$ cat config.mk
export PLATFORM = sky130hd
export DESIGN_NAME = pipe_stage_buf_flat
export DESIGN_NICKNAME = d
export VERILOG_FILES = /design/src/rtl/pipe_stage_buf_if.sv /design/src/rtl/pipe_stage_buf.sv /design/src/flat_wrapper.sv
export SDC_FILE = /design/constraint.sdc
export NUM_CORES = 1
export LEC_CHECK = 0
export CORE_MARGIN = 2
export CORE_UTILIZATION = 42
export DETAILED_ROUTE_END_ITERATION = 12
export MAX_ROUTING_LAYER = met4
export PLACE_DENSITY = 0.84
export SLEW_MARGIN = 20
export SYNTH_ARGS = -nofsm -noshare
export SYNTH_HDL_FRONTEND = slang
export SYNTH_SLANG_ARGS = --single-unit
$ cat constraint.sdc
create_clock -name clk -period 1.85 [get_ports clk]
set_clock_uncertainty 0.2 [all_clocks]
set_input_delay 0.37 -clock clk [delete_from_list [all_inputs] [get_ports clk]]
set_output_delay 0.37 -clock clk [all_outputs]
set_load 0.01 [all_outputs]
$ cat src/rtl/pipe_stage_buf_if.sv
// Valid/ready payload channel between two adjacent pipeline stages.
// A beat transfers on the posedge where valid & ready are both high; until then the
// master keeps valid high and data unchanged, and ready never waits on valid.
interface pipe_stage_buf_if #(
  parameter int WIDTH = 96
);
  logic             valid;
  logic             ready;
  logic [WIDTH-1:0] data;

  modport master (output valid, output data, input ready);
  modport slave  (input valid, input data, output ready);
endinterface

$ cat src/rtl/pipe_stage_buf.sv
// Pipeline stage buffer: single entry (MODE 0), two-entry skid (MODE 1) or
// combinational pass-through (MODE 2), with synchronous flush and occupancy count.
module pipe_stage_buf #(
  parameter int               WIDTH      = 96,
  parameter logic [WIDTH-1:0] RESET_DATA = WIDTH'({32'h80000000, 64'h0}),
  parameter int               MODE       = 1
) (
  input  logic                 clk,
  input  logic                 rst,
  input  logic                 flush,
  pipe_stage_buf_if.slave      s,
  pipe_stage_buf_if.master     m,
  output logic [1:0]           count
);

  if (MODE == 2) begin : g_pass
    assign m.valid = s.valid & ~flush;
    assign m.data  = s.data;
    assign s.ready = m.ready;
    assign count   = 2'd0;

  end else if (MODE == 0) begin : g_single
    logic             main_v_q, main_v_d;
    logic [WIDTH-1:0] main_q, main_d;
    logic             s_xfer, m_xfer;

    // Accept only into an empty entry, so in and out never overlap: half rate.
    assign s.ready = ~main_v_q & ~rst;
    assign m.valid = main_v_q;
    assign m.data  = main_q;
    assign count   = {1'b0, main_v_q};

    assign s_xfer = s.valid & s.ready;
    assign m_xfer = main_v_q & m.ready;

    always_comb begin
      main_v_d = main_v_q;
      main_d   = main_q;
      if (flush) begin
        main_v_d = 1'b0;
      end else if (s_xfer) begin
        main_d   = s.data;
        main_v_d = 1'b1;
      end else if (m_xfer) begin
        main_v_d = 1'b0;
      end
    end

    always_ff @(posedge clk) begin
      if (rst) begin
        main_v_q <= 1'b0;
        main_q   <= RESET_DATA;
      end else begin
        main_v_q <= main_v_d;
        main_q   <= main_d;
      end
    end

  end else begin : g_skid
    logic             main_v_q, main_v_d;
    logic             skid_v_q, skid_v_d;
    logic [WIDTH-1:0] main_q, main_d;
    logic [WIDTH-1:0] skid_q, skid_d;
    logic             s_xfer, m_xfer;

    // s_ready comes from registered state only; the skid slot absorbs the beat
    // that was already in flight when m_ready dropped.
    assign s.ready = ~skid_v_q & ~rst;
    assign m.valid = main_v_q;
    assign m.data  = main_q;
    assign count   = {1'b0, main_v_q} + {1'b0, skid_v_q};

    assign s_xfer = s.valid & s.ready;
    assign m_xfer = main_v_q & m.ready;

    always_comb begin
      main_v_d = main_v_q;
      skid_v_d = skid_v_q;
      main_d   = main_q;
      skid_d   = skid_q;
      if (flush) begin
        main_v_d = 1'b0;
        skid_v_d = 1'b0;
      end else begin
        if (m_xfer) begin
          if (skid_v_q) begin
            main_d   = skid_q;
            skid_v_d = 1'b0;
          end else begin
            main_v_d = 1'b0;
          end
        end
        // s_xfer implies the skid slot is empty, so this never clobbers skid data.
        if (s_xfer) begin
          if (!main_v_q || (m_xfer && !skid_v_q)) begin
            main_d   = s.data;
            main_v_d = 1'b1;
          end else begin
            skid_d   = s.data;
            skid_v_d = 1'b1;
          end
        end
      end
    end

    always_ff @(posedge clk) begin
      if (rst) begin
        main_v_q <= 1'b0;
        skid_v_q <= 1'b0;
        main_q   <= RESET_DATA;
        skid_q   <= '0;
      end else begin
        main_v_q <= main_v_d;
        skid_v_q <= skid_v_d;
        main_q   <= main_d;
        skid_q   <= skid_d;
      end
    end
  end

endmodule

$ cat src/flat_wrapper.sv
// flat-port wrapper written by rule: the top's interface ports become plain ports
module pipe_stage_buf_flat 
#(
  parameter int               WIDTH      = 96,
  parameter logic [WIDTH-1:0] RESET_DATA = WIDTH'({32'h80000000, 64'h0}),
  parameter int               MODE       = 1
)
  (clk, rst, flush, count, s_valid, s_data, s_ready, m_valid, m_data, m_ready);
  pipe_stage_buf_if #(.WIDTH(WIDTH)) s_i ();
  pipe_stage_buf_if #(.WIDTH(WIDTH)) m_i ();
  input  logic clk;
  input  logic rst;
  input  logic flush;
  output logic [1:0] count;
  input wire logic [$bits(s_i.valid)-1:0] s_valid;
  input wire logic [$bits(s_i.data)-1:0] s_data;
  output wire logic [$bits(s_i.ready)-1:0] s_ready;
  output wire logic [$bits(m_i.valid)-1:0] m_valid;
  output wire logic [$bits(m_i.data)-1:0] m_data;
  input wire logic [$bits(m_i.ready)-1:0] m_ready;
  assign s_i.valid = s_valid;
  assign s_i.data = s_data;
  assign s_ready = s_i.ready;
  assign m_valid = m_i.valid;
  assign m_data = m_i.data;
  assign m_i.ready = m_ready;
  pipe_stage_buf #(.WIDTH(WIDTH), .RESET_DATA(RESET_DATA), .MODE(MODE)) u_core (.clk(clk), .rst(rst), .flush(flush), .s(s_i), .m(m_i), .count(count));
endmodule
* Word level (Yosys, flattened, before mapping)
Index checks and enable logic that the tools add are counted.
** Word-level totals
- Register bits after elaboration :: 194
- Output and inout port bits :: 100
** Operators by class
- $add $sub $neg :: 1
- Muxes and demuxes :: 11
- Bitwise logic cells :: 7
- Reduce and logical (&&, ||, !) cells :: 6
** Operators by type and width (count)
- 2-to-1 mux 96 bit :: 4
- 2-to-1 mux 1 bit :: 7
- NOT 1 bit :: 4
- bitwise AND 1 bit :: 3
- AND reduction 3 bit :: 1
- adder 1 x 1 -> 2 bit :: 1
- logical NOT 1 bit :: 2
- OR reduction 2 bit :: 1
- logical AND 1 bit :: 1
- logical OR 1 bit :: 1

* Logic depth before layout (Yosys ltp)
- Depth in word-level cells :: 5
- Mapped depth :: 7

* Worst setup path after synthesis
OpenSTA, ideal clock, no wires.
- Kind :: input port to flip-flop
- Start :: input flush
- End :: register u_core.g_skid.main_q[95] (netlist: u_core.m.data[95])
- Arrival time :: 1598 ps
- Data required time :: 1531 ps
- Path slack :: -66 ps
- Stages on the path :: 6
- Path buffers :: 3
- Path through :: or2_1 > buf_6 > or3_1 > buf_2 > buf_6 > o221a_2
** RTL lines
- start, declared :: line flat_wrapper.sv:13 : input logic flush;
- end signal, assigned :: line pipe_stage_buf.sv:115 : main_q <= main_d;
- end, declared :: line pipe_stage_buf.sv:62 : logic [WIDTH-1:0] main_q, main_d;

* Worst setup path in the final report
- Start :: register u_core.g_skid.skid_v_q
- End :: register u_core.g_skid.main_q[38] (netlist: u_core.m.data[38])
** On the way
- Cells in the longest elaborated chain, start to end :: 5
** RTL lines
- start, declared :: line pipe_stage_buf.sv:61 : logic skid_v_q, skid_v_d;
- start signal, assigned :: line pipe_stage_buf.sv:114 : skid_v_q <= skid_v_d;
- logical NOT 1 bit :: line pipe_stage_buf.sv:95 : if (!main_v_q || (m_xfer && !skid_v_q)) begin
- logical AND 1 bit :: line pipe_stage_buf.sv:95
- logical OR 1 bit :: line pipe_stage_buf.sv:95
- 2-to-1 mux 96 bit :: line pipe_stage_buf.sv:95
- 2-to-1 mux 96 bit * :: line pipe_stage_buf.sv:94 : if (s_xfer) begin
Every way passes the cells marked *; elsewhere a longest branch is shown, timed or not.
A chain may end at the register's enable or synchronous reset.

==> key figures <==
Floorplan
  – Placement Rows: 52
  – Placeable Area: 20400 um2
  – Die outline area: 22000 um2
  – Initial core utilization: 42.9%
  – Boundary Pins: 201
  – Width of the die: 148 um
  – Height of the chip: 148 um

Logic synthesis
  – Gate count after technology mapping: 983
  – Adder-cell area share of the yosys netlist: 0.143%
  – Sequential share of the synthesized area: 44.4%
  – Multiplexer share of the synthesized area: 10.9%
  – Summed instance area of the synthesized netlist: 8750 um2
  – Synth Area in Simple Gates: 10.8%
  – Net count after synthesis: 1085
  – Average size of a mapped cell: 8.90 um2
  – Dominant combinational cell family by area after synthesis: compound AO/OA/AOI/OAI gates
  – Compound-gate portion of the synthesized area: 24.7%
  – Synth cell types: 31
  – Xor/xnor cell area share of the yosys netlist: 0%
  – Register bit total from synthesis: 194
  – Count of synthesis-stage warnings from yosys: 0

Finish
  – Number of inserted filler cells in the final layout: 1721
  – Share of post-route cells with drive strength above 1: 13.1%
  – Net count reported at finish: 1261
  – Layout area overhead: 35.7%
  – Fin cells: 1442
  – Diodes inserted: 0

Clock network
  – Reg clk slew, reported paths: 0.07 ns
  – Htree depth: 4
  – Clock latency reported for the late side of the worst-skew pair: 0.42 ns
  – Clock tree from TritonCTS: done
  – Count of clock tree sinks: 194
  – Post-CTS Setup Inserts: 0
  – Number of buffers between clock root and the deepest sink: 2
  – Number of clock buffers inserted by TritonCTS: 17
  – Root buffer cell: sky130_fd_sc_hd__clkbuf_16

Detailed routing
  – Average via count per standard cell: 5.64
  – Post-DR wirelength/cell: 17.8 um
  – Overall via count from detail_route: 8130
  – Antenna Violating Nets Remaining: 0
  – Total length of routed wires: 25600 um
  – Post-route DRC violation count: 0
  – DRT iter0 DRCs: 451
  – Initial DRT Pass Iterations: 6

STA
  – Post-layout minimum cycle time: 1.85 ns
  – Total count of max-transition violations in the final report: 0
  – Sum Neg Setup Slack: 0 ns
  – RSZ-0062 raised after global routing: true
  – Highest achievable clock rate: 0.542 GHz
  – Crit path setup slack, layout: 0.00417 ns
  – Max_slew headroom: 75.8%
  – Post-route clock period utilization: 99.8%
  – Number of hold-slack violations in the final timing report: 0
  – Worst Tran Pin Value: 0.363 ns
  – Final setup vio count: 0

Global routing
  – GR Util met2: 39.3%
  – Met3 track demand over resource: 3.62%
  – Number of antenna violations at the first check in global routing: 0
  – Met1 GRT Util: 28.7%
  – Global-route wire length before repair: 40800 um
  – Total grt overflow: 0
  – Number of global-route vias before repair: 7901
  – Largest net degree at the start of global routing: 52
  – GRT Resource Usage Total: 23.6%
  – Most Used Layer, Global Route: met2

Worst setup path
  – Critical path class: register to register
  – Critical path endpoint category: register
  – Worst path required time: 1.98 ns
  – Crit Reg-Reg Startpoint: u_core.g_skid.skid_v_q
  – Crit path DAT: 1.98 ns
  – Reg-to-reg critical path endpoint: u_core.m.data[38]
  – Capture point of the critical path: u_core.m.data[38]
  – Worst Reg2Reg Path Length in Cells: 5
  – Flop2flop setup slack: 0.004 ns
  – CP startpoint kind: register
  – Largest driver fanout on the critical path: 42
  – Origin of the worst setup path: u_core.g_skid.skid_v_q

Power and ir drop
  – Leak: 0.00479 uW
  – Peak ir drop on the vdd network: 0.615 mV
  – Power density of the placed cells: 758 nW/um2

Run status
  – Result of the run: finished clean

Hold path
  – Worst hold path type: input pin to register

Place
  – Final RePlAce weighted congestion: 0.838
  – Worst-case setup slack after placement: -0.347 ns
  – Port Buffer Count: 200
  – Total placed cells including tap cells: 1410
  – Post-detail-place hpwl: 17200 um

Flow run
  – Maximum Capacitance Violations: 0
==> registers in the layout (all words and copies together), names as in the netlist <==
name,cells
u_core.g_skid.skid_q,96
u_core.g_skid.skid_v_q,1
u_core.m.data,96
u_core.m.valid,1
==> critical path, stage by stage (launching register included) <==
cell	delay, ns
sky130_fd_sc_hd__dfxtp_2	0.35
sky130_fd_sc_hd__buf_4	0.16
sky130_fd_sc_hd__nand2b_1	0.15
sky130_fd_sc_hd__or3_4	0.45
sky130_fd_sc_hd__buf_12	0.21
sky130_fd_sc_hd__o221ai_1	0.22
==> layout by cell type (no fill, tap or decap), types with 3 or more instances in the layout <==
cell / synthesis / final
sky130_fd_sc_hd__dfxtp_1: 194 / 191
sky130_fd_sc_hd__clkdlybuf4s50_1: 0 / 99
sky130_fd_sc_hd__a21oi_1: 98 / 98
sky130_fd_sc_hd__o21ai_0: 97 / 97
sky130_fd_sc_hd__dlygate4sd2_1: 0 / 97
sky130_fd_sc_hd__nand3_1: 97 / 96
sky130_fd_sc_hd__inv_1: 95 / 95
sky130_fd_sc_hd__mux2i_1: 94 / 94
sky130_fd_sc_hd__nand2_1: 94 / 94
sky130_fd_sc_hd__o221ai_2: 50 / 50
sky130_fd_sc_hd__o221ai_1: 44 / 44
sky130_fd_sc_hd__buf_4: 0 / 27
sky130_fd_sc_hd__buf_12: 0 / 25
sky130_fd_sc_hd__clkbuf_16: 0 / 17
sky130_fd_sc_hd__clkinv_2: 0 / 4
sky130_fd_sc_hd__nand2b_1: 3 / 3
sky130_fd_sc_hd__clkbuf_8: 0 / 3
sky130_fd_sc_hd__inv_6: 0 / 3
sky130_fd_sc_hd__dfxtp_2: 0 / 3
==> cells in the mapped netlist <==
| master | instances | area, um2 |
|---|---|---|
| sky130_fd_sc_hd__dfxtp_1 | 194 | 3880 |
| sky130_fd_sc_hd__a21oi_1 | 98 | 490 |
| sky130_fd_sc_hd__nand3_1 | 97 | 485 |
| sky130_fd_sc_hd__o21ai_0 | 97 | 485 |
| sky130_fd_sc_hd__inv_1 | 95 | 357 |
| sky130_fd_sc_hd__mux2i_1 | 94 | 941 |
| sky130_fd_sc_hd__nand2_1 | 94 | 353 |
| sky130_fd_sc_hd__clkbuf_1 | 68 | 255 |
| sky130_fd_sc_hd__o221ai_2 | 50 | 751 |
| sky130_fd_sc_hd__o221ai_1 | 44 | 385 |
| sky130_fd_sc_hd__buf_2 | 17 | 85.1 |
| sky130_fd_sc_hd__buf_6 | 7 | 78.8 |
| sky130_fd_sc_hd__buf_1 | 4 | 15.0 |
| sky130_fd_sc_hd__nand2b_1 | 3 | 18.8 |
| sky130_fd_sc_hd__nor2b_1 | 3 | 18.8 |
| sky130_fd_sc_hd__nor2_1 | 2 | 7.51 |
| sky130_fd_sc_hd__o311ai_0 | 2 | 17.5 |
| sky130_fd_sc_hd__a211oi_1 | 1 | 7.51 |
| sky130_fd_sc_hd__a32oi_1 | 1 | 8.76 |
| sky130_fd_sc_hd__and3_1 | 1 | 6.26 |
| sky130_fd_sc_hd__and4bb_2 | 1 | 12.5 |
| sky130_fd_sc_hd__ha_1 | 1 | 12.5 |
| sky130_fd_sc_hd__mux2_2 | 1 | 11.3 |
| sky130_fd_sc_hd__nand3b_1 | 1 | 7.51 |
| sky130_fd_sc_hd__nand4bb_1 | 1 | 11.3 |
| sky130_fd_sc_hd__nor3_1 | 1 | 5.00 |
| sky130_fd_sc_hd__o21ai_1 | 1 | 5.00 |
| sky130_fd_sc_hd__o221a_2 | 1 | 11.3 |
| sky130_fd_sc_hd__or2_1 | 1 | 6.26 |
| sky130_fd_sc_hd__or2_2 | 1 | 6.26 |
| sky130_fd_sc_hd__or3_1 | 1 | 6.26 |
==> cells by family after synthesis <==
kind of cell | after synthesis
adders and majority gates | 1
muxes | 95
buffers and inverters | 191
DFF | 194
and+or+nand+nor | 207
AOI/OAI and AO/OA | 295
==> per-layer routing <==
layer / vias to the layer above / part of all wire [%] / routed length, um
met5: - / 0 / 0
met3: 45 / 5.1 / 1310
met4: 0 / 3.0 / 777
met2: 300 / 50 / 12800
li1: 3861 / - / -
met1: 3924 / 42 / 10800
==> repair_timing <==
action                     CTS  global route
hold endpoints to repair     0             0
hold buffers                 0             0
gates resized for setup    112             4
setup endpoints to repair  100            54
==> worst min-delay path by stage <==
stage / start / end / depth (start not counted)
floorplan: u_core.g_skid.skid_q[95] / u_core.g_skid.skid_q[95] / 2
global placement: u_core.g_skid.skid_q[83] / u_core.g_skid.skid_q[83] / 2
detailed placement: u_core.g_skid.skid_q[69] / u_core.g_skid.skid_q[69] / 2
CTS: rst / u_core.m.data[94] / 4
global route: rst / u_core.m.data[94] / 4
finish: rst / u_core.m.data[94] / 4
==> power by group <==
part / leakage, uW / total [uW] / internal [uW] / switching [uW]
Clock: 0.000270 / 3470 / 1840 / 1630
Sequential: 0.00158 / 4390 / 4300 / 94.9
Combinational: 0.00294 / 1140 / 550 / 587
==> through the flow <==
step           utilization, %  hold slack [ns]  total power (uW)  cell area (um2)
4_1_cts                  58.2            0.218              9050            11900
3_5_place_dp             56.1            0.267              5700            11400
3_3_place_gp             56.1            0.259              5670            11400
5_1_grt                  58.3            0.248              9310            11900
2_1_floorplan               -            0.250              4970             8750
6_report                 58.3            0.226              9000            11900
==> cell type report <==
cell class	count	area, um2	share of cell area (%)
well taps	270	338	2.85
multi-input cells	598	4150	35.0
clock inverters	11	78.8	0.664
clock buffers	21	470	3.96
inverters	95	357	3.00
flip-flops and latches	194	3890	32.8
repair buffers	253	2590	21.8
Power figures use the tool's default switching activity.
